[config.mk]
export PLATFORM = sky130hd
export DESIGN_NAME = exp_unpack_ctrl
export DESIGN_NICKNAME = d
export VERILOG_FILES = /design/src/rtl/exp_unpack_ctrl.sv
export SDC_FILE = /design/constraint.sdc
export NUM_CORES = 1
export LEC_CHECK = 0
export CAP_MARGIN = 20
export CORE_AREA = 2 2 124 126
export CTS_BUF_LIST = sky130_fd_sc_hd__clkbuf_8
export DETAILED_ROUTE_END_ITERATION = 8
export DIE_AREA = 0 0 126 128
export HOLD_SLACK_MARGIN = 0.05
export PLACE_DENSITY_LB_ADDON = 0.25
export SYNTH_ARGS = -nofsm -noshare
export SYNTH_HDL_FRONTEND = slang
export SYNTH_SLANG_ARGS = --single-unit
[constraint.sdc]
create_clock -name i_clk -period 3.7 [get_ports i_clk]
set_input_delay 0.555 -clock i_clk [delete_from_list [all_inputs] [get_ports i_clk]]
set_output_delay 0.555 -clock i_clk [all_outputs]
set_load 0.02 [all_outputs]
[src/rtl/exp_unpack_ctrl.sv]
// exp_unpack_ctrl: unpacks 8-bit exponents from 256-bit packed lines into the
// left or right aligned buffer, one exponent per cycle. It stalls while the
// fetcher has not yet written the packed line that holds the current exponent.
// Optional build macro EXP_UNPACK_ZERO_FILL_EN: after the last real exponent,
// the controller zero-fills the remaining aligned entries up to BRAM_DEPTH-1.
module exp_unpack_ctrl #(
    parameter int EXP_WIDTH  = 8,
    parameter int MAN_WIDTH  = 256,
    parameter int BRAM_DEPTH = 512
) (
    input  logic                 i_clk,
    input  logic                 i_reset,
    input  logic                 i_start,
    input  logic                 i_target,
    input  logic [9:0]           i_num_groups,
    input  logic [4:0]           i_packed_lines_valid,
    output logic [3:0]           o_exp_packed_rd_addr,
    output logic                 o_exp_packed_rd_target,
    input  logic [MAN_WIDTH-1:0] i_exp_packed_rd_data,
    output logic [8:0]           o_exp_left_wr_addr,
    output logic [8:0]           o_exp_right_wr_addr,
    output logic                 o_exp_left_wr_en,
    output logic                 o_exp_right_wr_en,
    output logic [EXP_WIDTH-1:0] o_exp_left_wr_data,
    output logic [EXP_WIDTH-1:0] o_exp_right_wr_data,
    output logic                 o_busy,
    output logic                 o_done
);

    localparam int         LANES = MAN_WIDTH / EXP_WIDTH;
    localparam logic [9:0] DEPTH = 10'(BRAM_DEPTH);
`ifdef EXP_UNPACK_ZERO_FILL_EN
    localparam logic [8:0] LAST_ADDR = 9'(BRAM_DEPTH - 1);
`endif

    typedef enum logic [1:0] {S_IDLE, S_UNPACK, S_DONE} state_t;

    state_t                 state_q;
    logic [8:0]             k_q;
    logic [9:0]             count_q;
    logic                   target_q;
    logic                   wr_en_l_q, wr_en_r_q;
    logic [8:0]             wr_addr_q;
    logic [EXP_WIDTH-1:0]   wr_data_q;
    logic                   busy_q, done_q;

    logic [EXP_WIDTH-1:0]   lane [LANES];
    logic [9:0]             num_clamped;
    logic                   can_adv, is_last;
    logic [EXP_WIDTH-1:0]   sel_exp;

    // Split the packed line into exponent lanes so the select is a plain index.
    for (genvar i = 0; i < LANES; i++) begin : g_lane
        assign lane[i] = i_exp_packed_rd_data[i*EXP_WIDTH +: EXP_WIDTH];
    end

    assign num_clamped = (i_num_groups > DEPTH) ? DEPTH : i_num_groups;
    // The line holding exponent k must already be written by the fetcher.
    assign can_adv     = {1'b0, k_q[8:5]} < i_packed_lines_valid;
    assign is_last     = ({1'b0, k_q} == count_q - 10'd1);
    assign sel_exp     = lane[k_q[4:0]];

    assign o_exp_packed_rd_addr   = k_q[8:5];
    assign o_exp_packed_rd_target = target_q;
    assign o_exp_left_wr_addr     = wr_addr_q;
    assign o_exp_right_wr_addr    = wr_addr_q;
    assign o_exp_left_wr_data     = wr_data_q;
    assign o_exp_right_wr_data    = wr_data_q;
    assign o_exp_left_wr_en       = wr_en_l_q;
    assign o_exp_right_wr_en      = wr_en_r_q;
    assign o_busy                 = busy_q;
    assign o_done                 = done_q;

    // Control FSM with registered write port, busy and done outputs.
    always_ff @(posedge i_clk or posedge i_reset) begin
        if (i_reset) begin
            state_q   <= S_IDLE;
            k_q       <= '0;
            count_q   <= '0;
            target_q  <= 1'b0;
            wr_en_l_q <= 1'b0;
            wr_en_r_q <= 1'b0;
            wr_addr_q <= '0;
            wr_data_q <= '0;
            busy_q    <= 1'b0;
            done_q    <= 1'b0;
        end else begin
            wr_en_l_q <= 1'b0;
            wr_en_r_q <= 1'b0;
            done_q    <= 1'b0;
            case (state_q)
                S_IDLE: begin
                    if (i_start) begin
                        target_q <= i_target;
                        count_q  <= num_clamped;
                        k_q      <= '0;
                        busy_q   <= 1'b1;
                        state_q  <= (num_clamped == 10'd0) ? S_DONE : S_UNPACK;
                    end
                end
                S_UNPACK: begin
`ifdef EXP_UNPACK_ZERO_FILL_EN
                    if ({1'b0, k_q} >= count_q) begin
                        // Fill phase: independent of fetch progress.
                        wr_en_l_q <= ~target_q;
                        wr_en_r_q <= target_q;
                        wr_addr_q <= k_q;
                        wr_data_q <= '0;
                        if (k_q == LAST_ADDR) state_q <= S_DONE;
                        else                  k_q     <= k_q + 9'd1;
                    end else
`endif
                    if (can_adv) begin
                        wr_en_l_q <= ~target_q;
                        wr_en_r_q <= target_q;
                        wr_addr_q <= k_q;
                        wr_data_q <= sel_exp;
`ifdef EXP_UNPACK_ZERO_FILL_EN
                        if (is_last && k_q == LAST_ADDR) state_q <= S_DONE;
                        else                             k_q     <= k_q + 9'd1;
`else
                        if (is_last) state_q <= S_DONE;
                        else         k_q     <= k_q + 9'd1;
`endif
                    end
                end
                S_DONE: begin
                    done_q  <= 1'b1;
                    busy_q  <= 1'b0;
                    state_q <= S_IDLE;
                end
                default: state_q <= S_IDLE;
            endcase
        end
    end

endmodule

==> flow_metrics.env, run 1 <==
export IMPL_outcome="finished, final reports clean"
export IMPL_fin_nets=924
export IMPL_final_antenna_net_count=0
export IMPL_grt_max_degree=52
export IMPL_ctsHoldBuffers=0
export IMPL_place_hpwl_um=15700
export IMPL_nFillCells=1309
export IMPL_finalCritPeriodShare=0.798
export IMPL_synth_top_cell_area_share=0.409
export IMPL_layout_common_cells="clkdlybuf4s50_1 (317), mux4_2 (80), dfrtp_1 (41)"
export IMPL_synth_area_leaders="mux4_2 (41%), dfrtp_1 (24%), buf_4 (3.6%)"
export IMPL_worstSetupEndpointType="register"
export IMPL_final_util=0.518
export IMPL_cp_max_fo=14
export IMPL_via_count=4383
export IMPL_clock_path_buffers=2
export IMPL_power_density_nw_per_um2=650
export IMPL_yosysWarnings=0
export IMPL_postCtsSetupRepairBufs=0
export IMPL_h_tree_depth=2
export IMPL_viasPerCell=5.26
export IMPL_post_cts_resized=0
export IMPL_topRoutingLayerUsed="met5"
export IMPL_cts_tree="yes"
export IMPL_ios=318
export IMPL_coreArea_um2=14900
export IMPL_peakVddDrop_mv=0.338
export IMPL_initial_core_util=0.296
export IMPL_drt_drc_violations_left=0
export IMPL_fp_dieW_um=126
export IMPL_drive_gt1_frac=0.184
export IMPL_yosysTopAreaCell="mux4_2"
export IMPL_p_leak_nw=2.86
export IMPL_cp_arrival_ns=3.18
export IMPL_finalSetupTns_ns=0
export IMPL_met1_length_um=6820
export IMPL_fin_ws_ns=0.747
export IMPL_fp_dieArea_um2=16100
export IMPL_finalCriticalPeriod_ns=2.95
export IMPL_grt_first_pass_wirelength_um=27700
export IMPL_antenna_found_initial=2
export IMPL_clkTransAtPathRegs_ns=0.09
export IMPL_multi_input_area_um2=2960
export IMPL_area_growth_syn_to_layout_pct=74.9
export IMPL_worstMarginPinSlew_ns=0.921
export IMPL_syn_nets=646
export IMPL_setup_viol=0
export IMPL_synth_cell_types=50
export IMPL_power_mw=5.00
export IMPL_hold_ws_ns=0.496
export IMPL_clock_latency_ns=0.30
export IMPL_final_max_slew_viol_count=0
export IMPL_final_common_cell="clkdlybuf4s50_1"
export IMPL_crit_required_ns=3.93
export IMPL_cts_num_sinks=43
export IMPL_syn_inst=366
export IMPL_yosysSeqAreaShare=0.244
export IMPL_wirelength_um=18400
export IMPL_fmaxAchievable_mhz=339
export IMPL_synth_seq_cells=43
export IMPL_detail_route_iter0_violations=240
export IMPL_gp_congestion=0.911
export IMPL_track_usage=0.225
export IMPL_wl_met2_um=9850
export IMPL_cts_root_buffer="clkbuf_8"
export IMPL_fp_row_count=45
export IMPL_numCtsBuffers=5
export IMPL_fp_dieH_um=128
export IMPL_first_pass_iters=4
export IMPL_rsz0062_at_grt="false"
export IMPL_worstSetupPathType="register to register"
export IMPL_synthesis_area_um2=4400
export IMPL_register_area_um2=1080
export IMPL_avgSynthCellArea_um2=12.0
export IMPL_fin_skew_ns=0.00576
export IMPL_io_buffers=317
export IMPL_dp_slack_ns=0.634
export IMPL_wl_met3_um=1260
export IMPL_grt_ovfl_total=0
export IMPL_cp_start_kind="register"
export IMPL_grt_pass1_vias=4825
export IMPL_hold_viol=0
export IMPL_hold_path_class="register to register"
export IMPL_slew_headroom=0.385
export IMPL_max_cap_violations=0
export IMPL_post_drt_wl_per_cell_um=22.1
[cells in the mapped netlist (all sizes together)]
| library cell | count |
|---|---|
| nand2 | 32 |
| or3 | 6 |
| o311a | 1 |
| nor3 | 6 |
| xor2 | 2 |
| mux2 | 9 |
| o21a | 1 |
| a21boi | 1 |
| buf | 31 |
| o311ai | 1 |
| nor4 | 4 |
| o32a | 2 |
| xnor2 | 5 |
| nand3b | 10 |
| o31ai | 3 |
| inv | 13 |
| dfrtp | 43 |
| a21o | 2 |
| and2 | 1 |
| a2111oi | 1 |
| or4b | 1 |
| nor2b | 3 |
| mux4 | 80 |
| a31o | 1 |
| a31oi | 2 |
| or4 | 3 |
| o21ai | 22 |
| mux2i | 8 |
| nor3b | 1 |
| ha | 5 |
| a311o | 2 |
| and3b | 1 |
| o41a | 1 |
| a32o | 1 |
| a21oi | 10 |
| xnor3 | 1 |
| clkdlybuf4s50 | 1 |
| nand4 | 2 |
| clkbuf | 23 |
| nand2b | 1 |
| a22o | 1 |
| a41o | 1 |
| nor2 | 13 |
| nand3 | 8 |
[flip-flops by register name (all words and copies together), names as in the netlist]
| signal | cells |
|---|---|
| count_q | 10 |
| k_q | 9 |
| o_exp_left_wr_addr | 9 |
| o_exp_left_wr_data | 8 |
| state_q | 2 |
| o_busy | 1 |
| o_done | 1 |
| o_exp_left_wr_en | 1 |
| o_exp_packed_rd_target | 1 |
| o_exp_right_wr_en | 1 |
[kinds of logic after synthesis]
group,Yosys count,synth area share
DFF,43,0.244
adders and majority gates,5,0.0142
AOI/OAI and AO/OA,53,0.0790
xor gates and xnor gates,8,0.0190
muxes,97,0.450
and+or+nand+nor,92,0.111
buffers and inverters,68,0.0824
[metrics by stage]
step                instance area, µm²  std cells
floorplan                         4400        366
detailed placement                7580        825
CTS                               7700        833
global placement                  7580        825
finish                            7700        834
global route                      7700        834
[where the power goes]
group          internal, mW  switching [mW]
combinational          2.04            1.45
sequential            0.681           0.451
clock                 0.219           0.165
total                  2.94            2.07
[final timing paths]
path                            cells after the start  slack [ns]               endpoint                   start
worst max-delay path                                9        0.75                 k_q[5]              count_q[0]
worst min-delay path                                1        0.50       o_exp_left_wr_en  o_exp_packed_rd_target
worst max register to register                      9        0.75                 k_q[5]              count_q[0]
worst min register to register                      1        0.50       o_exp_left_wr_en  o_exp_packed_rd_target
max in group asynchronous                           2        2.26                 k_q[0]                 i_reset
min in group asynchronous                           2        0.77  o_exp_left_wr_addr[3]                 i_reset
[critical path, stage by stage, from the launching register on]
cell	delay [ns]
dfrtp_1	0.45
inv_1	0.10
ha_1	0.35
nor3b_1	0.28
a21oi_1	0.10
a41o_1	0.22
o32a_1	0.35
a32o_2	0.38
or4_1	0.49
a21oi_1	0.15
[layer usage]
metal | track usage | up-vias
met2 | 0.408 | 189
li1 | - | 1993
met3 | 0.0501 | 24
met5 | 0 | -
met4 | 0.0653 | 2
met1 | 0.267 | 2175
[cell type report]
class / instances / area share
Clock buffer: 6 / 0.0107
Inverter: 13 / 0.00634
Timing Repair Buffer: 326 / 0.422
Multi-Input combinational cell: 255 / 0.385
Sequential cell: 43 / 0.140
Antenna cell: 1 / 0.000325
Tap cell: 188 / 0.0305
Clock inverter: 2 / 0.00455
Power figures use the tool's default switching activity.
==> run 2, diff against run 1 <==
- clock period: 3.7 -> 2.87 ns (I/O delays scaled with it)
==> run 2 against run 1 <==
Against the previous run:
- critical path depth unchanged
- combinational power increased by 37%
- register-to-register slack lost 0.59 ns
- clock skew rose by 0.0018 ns
- via count grew 1.0%
- cell count grew 1.1%
- sequential power grew 19%
- largest power group unchanged
- global-route usage up 0.10 points
==> flow_metrics.env, run 2 (synthesis gave the netlist of run 1 again) <==
export IMPL_outcome="finished, final reports clean"
export IMPL_cpPeakStageDelay_ns=0.57
export IMPL_hold_path_class="register to register"
export IMPL_clock_path_buffers=2
export IMPL_max_cap_violations=0
export IMPL_fp_dieW_um=126
export IMPL_final_common_cell="clkdlybuf4s50_1"
export IMPL_via_count=4427
export IMPL_largest_register="count_q"
export IMPL_coreArea_um2=14900
export IMPL_critical_path_slowest_cell="or4b_2"
export IMPL_first_pass_iters=4
export IMPL_placed_area_um2=7670
export IMPL_fin_nets=933
export IMPL_fp_dieArea_um2=16100
export IMPL_fin_ws_ns=0.156
export IMPL_final_area_um2=7810
export IMPL_grt_pass1_vias=4878
export IMPL_grt_ovfl_total=0
export IMPL_final_antenna_net_count=0
export IMPL_rsz0062_at_grt="false"
export IMPL_worstSetupEndpointType="register"
export IMPL_fp_row_count=45
export IMPL_grt_first_pass_wirelength_um=28000
export IMPL_slew_headroom=0.407
export IMPL_largest_register_ffs=10
export IMPL_crit_required_ns=3.09
export IMPL_fp_dieH_um=128
export IMPL_final_util=0.525
export IMPL_fin_skew_ns=0.00754
export IMPL_peakVddDrop_mv=0.362
export IMPL_gp_congestion=0.916
export IMPL_final_max_slew_viol_count=0
export IMPL_grt_max_degree=56
export IMPL_finalCritPeriodShare=0.946
export IMPL_place_hpwl_um=15600
export IMPL_area_growth_syn_to_layout_pct=77.4
export IMPL_hold_ws_ns=0.485
export IMPL_dp_slack_ns=-0.0735
export IMPL_track_usage=0.226
export IMPL_cp_arrival_ns=2.93
export IMPL_viasPerCell=5.25
export IMPL_setup_viol=0
export IMPL_cp_top_family="compound AO/OA/AOI/OAI gates"
export IMPL_postCtsSetupRepairBufs=0
export IMPL_io_buffers=317
export IMPL_post_drt_wl_per_cell_um=21.8
export IMPL_placedCellCount=833
export IMPL_finalSetupTns_ns=0
export IMPL_power_mw=6.61
export IMPL_power_density_nw_per_um2=847
export IMPL_path_cells="inv_1 > ha_2 > buf_4 > or4b_2 > a21boi_0 > o32a_1 > a32o_1 > o21ai_0 > a21oi_1"
export IMPL_cp_max_fo=7
export IMPL_h_tree_depth=2
export IMPL_ios=318
export IMPL_drive_gt1_frac=0.200
export IMPL_detail_route_iter0_violations=234
export IMPL_cts_tree="yes"
export IMPL_fmaxAchievable_mhz=368
export IMPL_cp_start_kind="register"
export IMPL_p_leak_nw=2.91
export IMPL_finalCriticalPeriod_ns=2.71
export IMPL_cts_root_buffer="clkbuf_8"
export IMPL_drt_drc_violations_left=0
export IMPL_numCtsBuffers=5
export IMPL_cts_num_sinks=43
export IMPL_hold_viol=0
export IMPL_finalNonFillerCells=843
export IMPL_clkTransAtPathRegs_ns=0.08
export IMPL_worstMarginPinSlew_ns=0.888
export IMPL_worstSetupPathType="register to register"
export IMPL_layout_common_cells="clkdlybuf4s50_1 (317), mux4_2 (80), dfrtp_1 (40)"
export IMPL_cp_buffers_inverters=2
export IMPL_clock_latency_ns=0.30
export IMPL_antenna_found_initial=2
export IMPL_wirelength_um=18400
export IMPL_initial_core_util=0.296
==> run 2: power by group <==
group	switching, mW	total [mW]	internal, mW
Sequential	0.464	1.35	0.882
Combinational	2.03	4.77	2.74
Clock	0.216	0.498	0.282
==> run 2: path summary, 6_finish.rpt <==
path	slack, ns	endpoint	depth (start not counted)	start
min	0.48	o_exp_left_wr_en	1	o_exp_packed_rd_target
min in group asynchronous	0.64	o_exp_left_wr_addr[2]	2	i_reset
max	0.16	k_q[4]	9	count_q[0]
max in group asynchronous	1.58	k_q[0]	2	i_reset
min reg2reg	0.48	o_exp_left_wr_en	1	o_exp_packed_rd_target
max reg2reg	0.16	k_q[4]	9	count_q[0]
==> run 2: area by class of cell <==
type	instances	area, µm²
Multi-Input combinational cell	256	2980
Inverter	13	48.8
Fill cell	1281	7060
Sequential cell	43	1080
Clock buffer	6	82.6
Timing Repair Buffer	334	3340
Tap cell	188	235
Antenna cell	1	2.50
Clock inverter	2	35.0
==> run 2: worst register-to-register path: cells and delay by family (launching register included) <==
family | cells | cell delay, ns
AND/OR/NAND/NOR | 1 | 0.57
AO/OA/AOI/OAI | 5 | 1.14
flip-flops | 1 | 0.45
adder cells (fa/ha/maj) | 1 | 0.23
buffers and inverters | 2 | 0.25
==> run 2: layer usage <==
| metal | share of wire | GRT usage |
|---|---|---|
| met5 | 0.00071 | 0 |
| met4 | 0.027 | 0.0640 |
| met3 | 0.071 | 0.0522 |
| met2 | 0.53 | 0.410 |
| met1 | 0.37 | 0.268 |
==> run 2: timing repair <==
action,4_1_cts,5_1_grt
endpoints found under the setup margin,0,6
resized for setup,0,4
hold buffers,0,0
==> run 3, diff against run 2 <==
- GPL_TIMING_DRIVEN: not set -> 0
- REMOVE_ABC_BUFFERS: not set -> 1
==> run 3 against run 2 <==
Against the previous run:
- first-iteration DRC count is 13% lower
- sequential power grew 16%
- highest routed layer is now met4
- cell count decreased by 1.4%
- sequential cell count did not move
- via count is 0.86% lower
- die area unchanged
==> flow_metrics.env, run 3 (synthesis gave the netlist of run 1 again) <==
export IMPL_outcome="finished, final reports clean"
export IMPL_drive_gt1_frac=0.194
export IMPL_antenna_found_initial=0
export IMPL_rr_endpoint="k_q[8]"
export IMPL_final_area_um2=7790
export IMPL_cp_depth=9
export IMPL_io_buffers=317
export IMPL_fp_dieW_um=126
export IMPL_cp_max_fo=7
export IMPL_via_count=4389
export IMPL_largest_register_ffs=10
export IMPL_viasPerCell=5.28
export IMPL_final_antenna_net_count=0
export IMPL_worstSetupEndpointType="register"
export IMPL_cp_arrival_ns=3.02
export IMPL_detail_route_iter0_violations=203
export IMPL_ctsHoldBuffers=0
export IMPL_worstSetupStartpoint="i_packed_lines_valid[1]"
export IMPL_clkTransAtPathRegs_ns=0.08
export IMPL_post_drt_wl_per_cell_um=20.1
export IMPL_r2r_slack_ns=0.14
export IMPL_crit_required_ns=3.09
export IMPL_fin_nets=922
export IMPL_cts_root_buffer="clkbuf_8"
export IMPL_finalNonFillerCells=831
export IMPL_placed_area_um2=7580
export IMPL_power_density_nw_per_um2=838
export IMPL_numCtsBuffers=5
export IMPL_power_mw=6.53
export IMPL_first_pass_iters=4
export IMPL_fin_ws_ns=0.0625
export IMPL_fp_dieArea_um2=16100
export IMPL_grt_first_pass_wirelength_um=25700
export IMPL_coreArea_um2=14900
export IMPL_initial_core_util=0.296
export IMPL_setup_viol=0
export IMPL_hold_path_class="register to register"
export IMPL_cts_tree="yes"
export IMPL_peakVddDrop_mv=0.394
export IMPL_cp_buffers_inverters=2
export IMPL_fp_row_count=45
export IMPL_gp_congestion=0.889
export IMPL_finalCritPeriodShare=0.978
export IMPL_max_cap_violations=0
export IMPL_wirelength_um=16700
export IMPL_worstSetupPathType="input port to register"
export IMPL_n_antenna_cell=0
export IMPL_r2r_cells=7
export IMPL_track_usage=0.203
export IMPL_grt_pass1_vias=4790
export IMPL_placedCellCount=819
export IMPL_hold_viol=0
export IMPL_worstMarginPinSlew_ns=0.910
export IMPL_cp_top_family="compound AO/OA/AOI/OAI gates"
export IMPL_path_cells="clkdlybuf4s50_1 > inv_1 > ha_1 > a21o_1 > a21o_2 > o41a_4 > a32o_2 > or4_1 > a21oi_1"
export IMPL_largest_register="count_q"
export IMPL_fp_dieH_um=128
export IMPL_finalCriticalPeriod_ns=2.81
export IMPL_place_hpwl_um=13300
export IMPL_p_leak_nw=2.88
export IMPL_cpPeakStageDelay_ns=0.49
export IMPL_drt_drc_violations_left=0
export IMPL_clock_path_buffers=2
export IMPL_h_tree_depth=2
export IMPL_final_common_cell="clkdlybuf4s50_1"
export IMPL_clock_latency_ns=0.29
export IMPL_layout_common_cells="clkdlybuf4s50_1 (317), mux4_2 (80), dfrtp_1 (39)"
export IMPL_ios=318
export IMPL_worstSetupEndpoint="k_q[8]"
export IMPL_slew_headroom=0.393
export IMPL_grt_ovfl_total=0
export IMPL_area_growth_syn_to_layout_pct=76.8
export IMPL_critical_path_slowest_cell="o41a_4"
export IMPL_final_max_slew_viol_count=0
export IMPL_cp_start_kind="input port"
export IMPL_regToRegStartpoint="k_q[6]"
export IMPL_dp_slack_ns=-0.715
export IMPL_cts_num_sinks=43
export IMPL_grt_max_degree=46
export IMPL_fin_skew_ns=0.00569
export IMPL_fmaxAchievable_mhz=356
-- run 3: routing by layer --
metal / vias to the layer above / share of wire / wire length [µm] / global-route usage
li1: 1998 / - / - / -
met1: 2170 / 0.36 / 5990 / 0.228
met2: 193 / 0.55 / 9230 / 0.388
met3: 28 / 0.067 / 1130 / 0.0455
met4: 0 / 0.024 / 396 / 0.0517
met5: - / 0 / 0 / 0
-- run 3: per-stage QoR --
step | hold slack, ns | TNS (ns) | utilization
floorplan | 0.501 | -24.41 | -
finish | 0.475 | 0 | 0.524
global route | 0.498 | -0.0161 | 0.524
CTS | 0.478 | 0 | 0.522
global placement | 0.466 | -42.81 | 0.504
detailed placement | 0.468 | -5.51 | 0.510
-- run 3: worst min-delay path by stage --
stage	startpoint	to	slack [ns]	depth (start not counted)
final	o_exp_packed_rd_target	o_exp_left_wr_en	0.47	1
after global routing	o_exp_packed_rd_target	o_exp_left_wr_en	0.50	1
after CTS	o_exp_packed_rd_target	o_exp_left_wr_en	0.48	1
after detailed placement	o_exp_packed_rd_target	o_exp_left_wr_en	0.47	1
after global placement	o_exp_packed_rd_target	o_exp_left_wr_en	0.47	1
after floorplan	count_q[8]	count_q[8]	0.50	2
-- run 3: area by class of cell --
cell class	count	area, µm²
well taps	188	235
clock buffers	6	82.6
multi-input cells	257	3030
fillers	1319	7080
clock inverters	2	35.0
repair buffers	322	3270
flip-flops and latches	43	1090
inverters	13	48.8
-- run 3: where the power goes --
part           internal, mW  switching [mW]
Sequential            0.882           0.689
Combinational          2.70            1.76
Clock                 0.282           0.212
Total                  3.87            2.66
-- run 3: timing repair --
item | CTS | global route
endpoints found under the hold margin | 0 | 0
gates cloned | 1 | 1
setup endpoints to repair | 8 | 6
setup buffers | 2 | 0
gates resized for setup | 5 | 5
pin swaps | 1 | 0
-- run 3: worst reg2reg max path, stage by stage (launching register included) --
cell and delay, ns:
dfrtp_1 0.53, ha_1 0.30, a21o_1 0.15, a21o_2 0.25, o41a_4 0.50, a32o_2 0.28
or4_1 0.48, a21oi_1 0.17
